<file path="src/rtl/sram_fifo_ctrl.sv">
// Valid/ready FIFO controller using an external dual-port SRAM as storage,
// with a 2-entry output buffer that hides the SRAM's 1-cycle read latency.
module sram_fifo_ctrl #(
  parameter int unsigned BW    = 8,
  parameter int unsigned NDATA = 16
) (
  input  logic                     i_clk,
  input  logic                     i_rst_n,
  input  logic                     i_src_valid,
  output logic                     o_src_ready,
  input  logic [BW-1:0]            i_src_data,
  output logic                     o_dst_valid,
  input  logic                     i_dst_ready,
  output logic [BW-1:0]            o_dst_data,
  output logic                     o_sram_we,
  output logic                     o_sram_re,
  output logic [$clog2(NDATA)-1:0] o_sram_waddr,
  output logic [BW-1:0]            o_sram_wdata,
  output logic [$clog2(NDATA)-1:0] o_sram_raddr,
  input  logic [BW-1:0]            i_sram_rdata
);

  localparam int unsigned AW = $clog2(NDATA);
  localparam int unsigned PW = AW + 1;

  logic [PW-1:0] wptr_q, wptr_d;
  logic [PW-1:0] rptr_q, rptr_d;
  logic [PW-1:0] sram_cnt;
  logic          inflight_q;
  logic [1:0]    occ_q, occ_d;
  logic [BW-1:0] ob0_q, ob0_d;
  logic [BW-1:0] ob1_q, ob1_d;
  logic          push, pop, rd_issue, sram_full, sram_empty, buf_room;

  // Pointer MSB is a wrap bit, so the modulo difference spans 0..NDATA.
  assign sram_cnt   = wptr_q - rptr_q;
  assign sram_full  = (sram_cnt == PW'(NDATA));
  assign sram_empty = (sram_cnt == '0);

  assign o_src_ready = i_rst_n & ~sram_full;
  assign push        = i_src_valid & o_src_ready;
  assign o_dst_valid = (occ_q != 2'd0);
  assign pop         = o_dst_valid & i_dst_ready;

  // A read is only issued when a buffer slot is guaranteed at capture time.
  assign buf_room = (3'(occ_q) + 3'(inflight_q)) < 3'd2;
  assign rd_issue = i_rst_n & ~sram_empty & (buf_room | pop);

  assign o_sram_we    = push;
  assign o_sram_re    = rd_issue;
  assign o_sram_waddr = i_rst_n ? wptr_q[AW-1:0] : '0;
  assign o_sram_raddr = i_rst_n ? rptr_q[AW-1:0] : '0;
  assign o_sram_wdata = i_src_data;
  assign o_dst_data   = ob0_q;

  // Next-state: pointers, occupancy and output-buffer slot shuffling.
  always_comb begin
    wptr_d = wptr_q + PW'(push);
    rptr_d = rptr_q + PW'(rd_issue);
    occ_d  = 2'(3'(occ_q) + 3'(inflight_q) - 3'(pop));
    ob0_d  = ob0_q;
    ob1_d  = ob1_q;
    if (pop && (occ_q == 2'd2)) begin
      ob0_d = ob1_q;
    end
    if (inflight_q) begin
      if ((occ_q == 2'd0) || ((occ_q == 2'd1) && pop)) begin
        ob0_d = i_sram_rdata;
      end else begin
        ob1_d = i_sram_rdata;
      end
    end
  end

  always_ff @(posedge i_clk) begin
    if (!i_rst_n) begin
      wptr_q     <= '0;
      rptr_q     <= '0;
      inflight_q <= 1'b0;
      occ_q      <= 2'd0;
    end else begin
      wptr_q     <= wptr_d;
      rptr_q     <= rptr_d;
      inflight_q <= rd_issue;
      occ_q      <= occ_d;
    end
  end

  // Data slots carry no reset; they are qualified by occ_q.
  always_ff @(posedge i_clk) begin
    ob0_q <= ob0_d;
    ob1_q <= ob1_d;
  end

endmodule
</file>
<file path="config.mk">
export PLATFORM = sky130hd
export DESIGN_NAME = sram_fifo_ctrl
export DESIGN_NICKNAME = d
export VERILOG_FILES = /design/src/rtl/sram_fifo_ctrl.sv
export SDC_FILE = /design/constraint.sdc
export NUM_CORES = 1
export LEC_CHECK = 0
export ABC_AREA = 0
export CELL_PAD_IN_SITES_DETAIL_PLACEMENT = 0
export CELL_PAD_IN_SITES_GLOBAL_PLACEMENT = 1
export CORE_UTILIZATION = 34
export CTS_BUF_LIST = sky130_fd_sc_hd__clkbuf_16
export DETAILED_ROUTE_END_ITERATION = 16
export GPL_ROUTABILITY_DRIVEN = 0
export HOLD_SLACK_MARGIN = 0.02
export PLACE_DENSITY = 0.79
export SLEW_MARGIN = 40
export SYNTH_ARGS = -nofsm -noshare
export SYNTH_HDL_FRONTEND = slang
export SYNTH_SLANG_ARGS = --single-unit
</file>
<file path="constraint.sdc">
create_clock -name i_clk -period 3.3 [get_ports i_clk]
set_input_delay 0.66 -clock i_clk [delete_from_list [all_inputs] [get_ports i_clk]]
set_output_delay 0.66 -clock i_clk [all_outputs]
set_load 0.005 [all_outputs]
</file>
==> metrics.txt <==
# TYPE chip_impl_metric gauge
chip_impl_info{name="run_status",value="completed"} 1
chip_impl_metric{name="totalWireLength",unit="mm"} 2.85
chip_impl_metric{name="routed_wire_length_per_instance",unit="um"} 13.0
chip_impl_info{name="critical_path.cell_chain",value="inv_1 > ha_1 > xor2_1 > or4_4 > a21oi_4 > a31oi_1 > clkdlybuf4s50_1"} 1
chip_impl_metric{name="finalSetupTns",unit="ns"} 0
chip_impl_metric{name="total_leakage_power",unit="nW"} 0.795
chip_impl_metric{name="grt_util_all_layers",unit="%"} 14.6
chip_impl_metric{name="dp.cells",unit=""} 211
chip_impl_metric{name="initialDrtViolationCount",unit=""} 42
chip_impl_metric{name="core.rowCount",unit=""} 23
chip_impl_metric{name="critical_path.max_stage_delay",unit="ns"} 0.48
chip_impl_metric{name="post_synth.cell_area_avg",unit="um^2"} 10.1
chip_impl_metric{name="final_hold_viol_count",unit=""} 0
chip_impl_metric{name="ant_nets",unit=""} 0
chip_impl_metric{name="detail_route.vias_per_cell",unit=""} 4.83
chip_impl_info{name="rr_endpoint",value="wptr_q[4]"} 1
chip_impl_info{name="synth.area.top_cells",value="sky130_fd_sc_hd__dfxtp_1 (29%), sky130_fd_sc_hd__edfxtp_1 (17%), sky130_fd_sc_hd__ha_1 (9.6%), sky130_fd_sc_hd__mux2i_1 (5.6%), sky130_fd_sc_hd__buf_4 (4.2%)"} 1
chip_impl_metric{name="hpwl",unit="mm"} 2.09
chip_impl_metric{name="total_nets_final",unit=""} 200
chip_impl_metric{name="grt_overflow_total",unit=""} 0
chip_impl_metric{name="ys_warn_count",unit=""} 0
chip_impl_info{name="worst_min_delay_path_startpoint",value="ob1_q[0]"} 1
chip_impl_metric{name="setup_viol",unit=""} 0
chip_impl_metric{name="maxSlewViolCount",unit=""} 0
chip_impl_metric{name="syn_area",unit="mm^2"} 0.00144
chip_impl_metric{name="pre_cts_slack",unit="ns"} 0.240
chip_impl_info{name="regToRegStartpoint",value="rptr_q[3]"} 1
chip_impl_metric{name="critPathMaxFanout",unit=""} 5
chip_impl_metric{name="place.port_buffers",unit=""} 31
chip_impl_metric{name="ioPinCount",unit=""} 48
chip_impl_info{name="most_common_library_cell_in_the_layout_ignoring_fill_and_taps",value="sky130_fd_sc_hd__clkdlybuf4s50_1"} 1
chip_impl_metric{name="cts.repair_timing.setup_buffer_count",unit=""} 0
chip_impl_metric{name="die-area",unit="mm^2"} 0.00448
chip_impl_metric{name="first_pass_grt_wire_length",unit="mm"} 4.62
chip_impl_metric{name="postSynthNetCount",unit=""} 173
chip_impl_metric{name="hold-worst-slack",unit="ns"} 0.533
chip_impl_info{name="clock-root-buffer",value="sky130_fd_sc_hd__clkbuf_16"} 1
chip_impl_metric{name="ctsHtreeMaxLevel",unit=""} 2
chip_impl_metric{name="reg2regPathDepth",unit=""} 11
chip_impl_metric{name="worst_hold_path_cell_count",unit=""} 2
chip_impl_info{name="worst_path_max_delay_cell",value="sky130_fd_sc_hd__clkdlybuf4s50_1"} 1
chip_impl_metric{name="drt_pre_antenna_iters",unit=""} 4
chip_impl_metric{name="power.ir.vdd_worst",unit="mV"} 0.438
chip_impl_metric{name="period_minus_slack",unit="ns"} 3.14
chip_impl_metric{name="fin_crit_sh",unit="%"} 95.2
chip_impl_metric{name="core_region_area",unit="mm^2"} 0.00403
chip_impl_info{name="path_delay_family",value="buffers and inverters"} 1
chip_impl_metric{name="syn-instance-count",unit=""} 142
chip_impl_metric{name="critical_path_required",unit="ns"} 2.64
chip_impl_metric{name="clock_tree_skew_after_final_layout",unit="ns"} 0.00437
chip_impl_metric{name="remaining_drc_errors",unit=""} 0
chip_impl_metric{name="timing.reg2reg.setup_slack",unit="ns"} 0.67
chip_impl_info{name="worstHoldEndpoint",value="o_dst_data[0]"} 1
chip_impl_metric{name="cts_resized",unit=""} 0
chip_impl_info{name="layout.cells.most_common_list",value="sky130_fd_sc_hd__clkdlybuf4s50_1 (31), sky130_fd_sc_hd__dfxtp_1 (21), sky130_fd_sc_hd__nor2_1 (12)"} 1
chip_impl_info{name="cp-start-kind",value="register"} 1
chip_impl_metric{name="clk_pin_slew",unit="ns"} 0.05
chip_impl_metric{name="antenna_cells",unit=""} 0
chip_impl_info{name="synth_area_leader_cell",value="sky130_fd_sc_hd__dfxtp_1"} 1
chip_impl_metric{name="pin_count_of_the_biggest_net_entering_global_routing",unit=""} 17
chip_impl_info{name="cp-end-kind",value="output pin"} 1
chip_impl_info{name="min_path_type",value="register to register"} 1
chip_impl_metric{name="num_cts_buffers",unit=""} 5
chip_impl_metric{name="timing.critical_path.arrival",unit="ns"} 2.48
chip_impl_metric{name="clk_latency",unit="ns"} 0.27
chip_impl_metric{name="detailroute.via_count",unit=""} 1062
chip_impl_metric{name="cts_max_path_buffers",unit=""} 2
chip_impl_metric{name="syn_to_final_growth",unit="%"} 31.2
chip_impl_metric{name="slew_headroom",unit="%"} 63.3
chip_impl_metric{name="first_global_vias",unit=""} 1066
chip_impl_metric{name="critical_path.n_buffers_inverters",unit=""} 2
chip_impl_metric{name="die-width",unit="um"} 67.0
chip_impl_metric{name="synth_seq_area_share",unit="%"} 46.0
chip_impl_metric{name="final_critical_path_setup_slack",unit="ns"} 0.159
chip_impl_metric{name="cellPowerDensity",unit="mW/mm^2"} 789
chip_impl_metric{name="drv_cap",unit=""} 0
chip_impl_info{name="timing.setup.critical_path_class",value="register to output pin"} 1
chip_impl_metric{name="drive_gt1_share",unit="%"} 7.65
chip_impl_metric{name="hold_buffer_count_at_cts",unit=""} 0
chip_impl_metric{name="timing.fmax",unit="GHz"} 0.318
chip_impl_metric{name="initial_antenna_violation_count",unit=""} 0
chip_impl_metric{name="sinks_on_clock_net",unit=""} 29
chip_impl_metric{name="initial_core_util",unit="%"} 35.6
chip_impl_metric{name="final_non_filler_cells",unit=""} 220
chip_impl_info{name="rsz_0062_raised_after_global_routing",value="false"} 1
chip_impl_metric{name="synth-seq-cells",unit=""} 29
chip_impl_info{name="tritoncts",value="done"} 1
chip_impl_metric{name="yosysUniqueCellTypes",unit=""} 28
chip_impl_metric{name="synthDominantCellAreaShare",unit="%"} 29.3
chip_impl_metric{name="slew_at_the_pin_with_the_worst_max_slew_slack",unit="ns"} 0.549
chip_impl_metric{name="die_height",unit="um"} 67.0
worst max-delay path by stage:
stage	cells after the start	startpoint	slack [ns]	to
CTS	7	rptr_q[1]	0.14	o_sram_we
global placement	4	i_rst_n	0.29	o_sram_re
detailed placement	4	i_rst_n	0.24	o_src_ready
finish	7	rptr_q[3]	0.16	o_sram_re
global route	7	rptr_q[3]	0.06	o_sram_re
floorplan	11	rptr_q[3]	0.90	wptr_q[4]
tightest hold or removal path, stage by stage, from the launching register on:
cell	delay (ns)
sky130_fd_sc_hd__edfxtp_1	0.31
sky130_fd_sc_hd__mux2i_1	0.06
sky130_fd_sc_hd__o21ai_0	0.13
cell usage after synthesis:
library cell,count
sky130_fd_sc_hd__nand3b_1,1
sky130_fd_sc_hd__mux2i_1,8
sky130_fd_sc_hd__inv_1,8
sky130_fd_sc_hd__a21oi_1,1
sky130_fd_sc_hd__and2_1,9
sky130_fd_sc_hd__or2_1,1
sky130_fd_sc_hd__nor2b_1,1
sky130_fd_sc_hd__xnor2_1,5
sky130_fd_sc_hd__o21ai_0,11
sky130_fd_sc_hd__clkbuf_1,2
sky130_fd_sc_hd__o211a_1,1
sky130_fd_sc_hd__ha_1,11
sky130_fd_sc_hd__a21oi_4,1
sky130_fd_sc_hd__a31oi_1,4
sky130_fd_sc_hd__nor3b_2,1
sky130_fd_sc_hd__nor2_1,12
sky130_fd_sc_hd__nor2b_4,1
sky130_fd_sc_hd__a21o_2,1
sky130_fd_sc_hd__nand3_1,6
sky130_fd_sc_hd__o211ai_1,1
sky130_fd_sc_hd__buf_4,8
sky130_fd_sc_hd__buf_2,2
sky130_fd_sc_hd__edfxtp_1,8
sky130_fd_sc_hd__or4_4,1
sky130_fd_sc_hd__xor2_1,5
sky130_fd_sc_hd__dfxtp_1,21
sky130_fd_sc_hd__o21a_1,1
sky130_fd_sc_hd__nand2_1,10
power breakdown:
part	leakage, nW	switching (mW)	internal, mW
registers	0.246	0.0535	0.465
logic	0.475	0.243	0.310
clock network	0.0748	0.143	0.272
cell type report:
| cell class | count | area, um^2 |
|---|---|---|
| inverter | 8 | 30.0 |
| timing repair buffer | 32 | 318 |
| tap | 50 | 62.6 |
| clock inverter | 3 | 13.8 |
| fill | 380 | 2150 |
| sequential | 29 | 661 |
| clock buffer | 5 | 125 |
| multi-input combinational | 93 | 673 |
stage by stage:
stage | total power, mW | util [%] | instance area [um^2]
finish | 1.49 | 46.7 | 1880
global route | 1.60 | 46.7 | 1880
CTS | 1.49 | 46.4 | 1870
detailed placement | 1.06 | 43.0 | 1730
global placement | 1.04 | 43.0 | 1730
floorplan | 0.834 | - | 1440
state kept, by name (all words and copies together), names as in the netlist:
register    flops
ob1_q           8
inflight_q      1
occ_q           2
o_dst_data      8
wptr_q          5
rptr_q          5
metal layers:
layer	track usage (%)	part of all wire, %	vias up
met3	7.88	8.7	7
met1	14.9	41	482
met5	0	0	-
li1	-	-	526
met2	23.9	49	47
met4	7.45	1.8	0
kinds of logic after synthesis:
kind of cell	synth area share, %
mux	5.58
buf+inv	7.50
flops	46.0
xor+xnor	6.10
fa+ha+maj	9.59
compound gates	9.42
simple gates	15.8
Power figures use the tool's default switching activity.
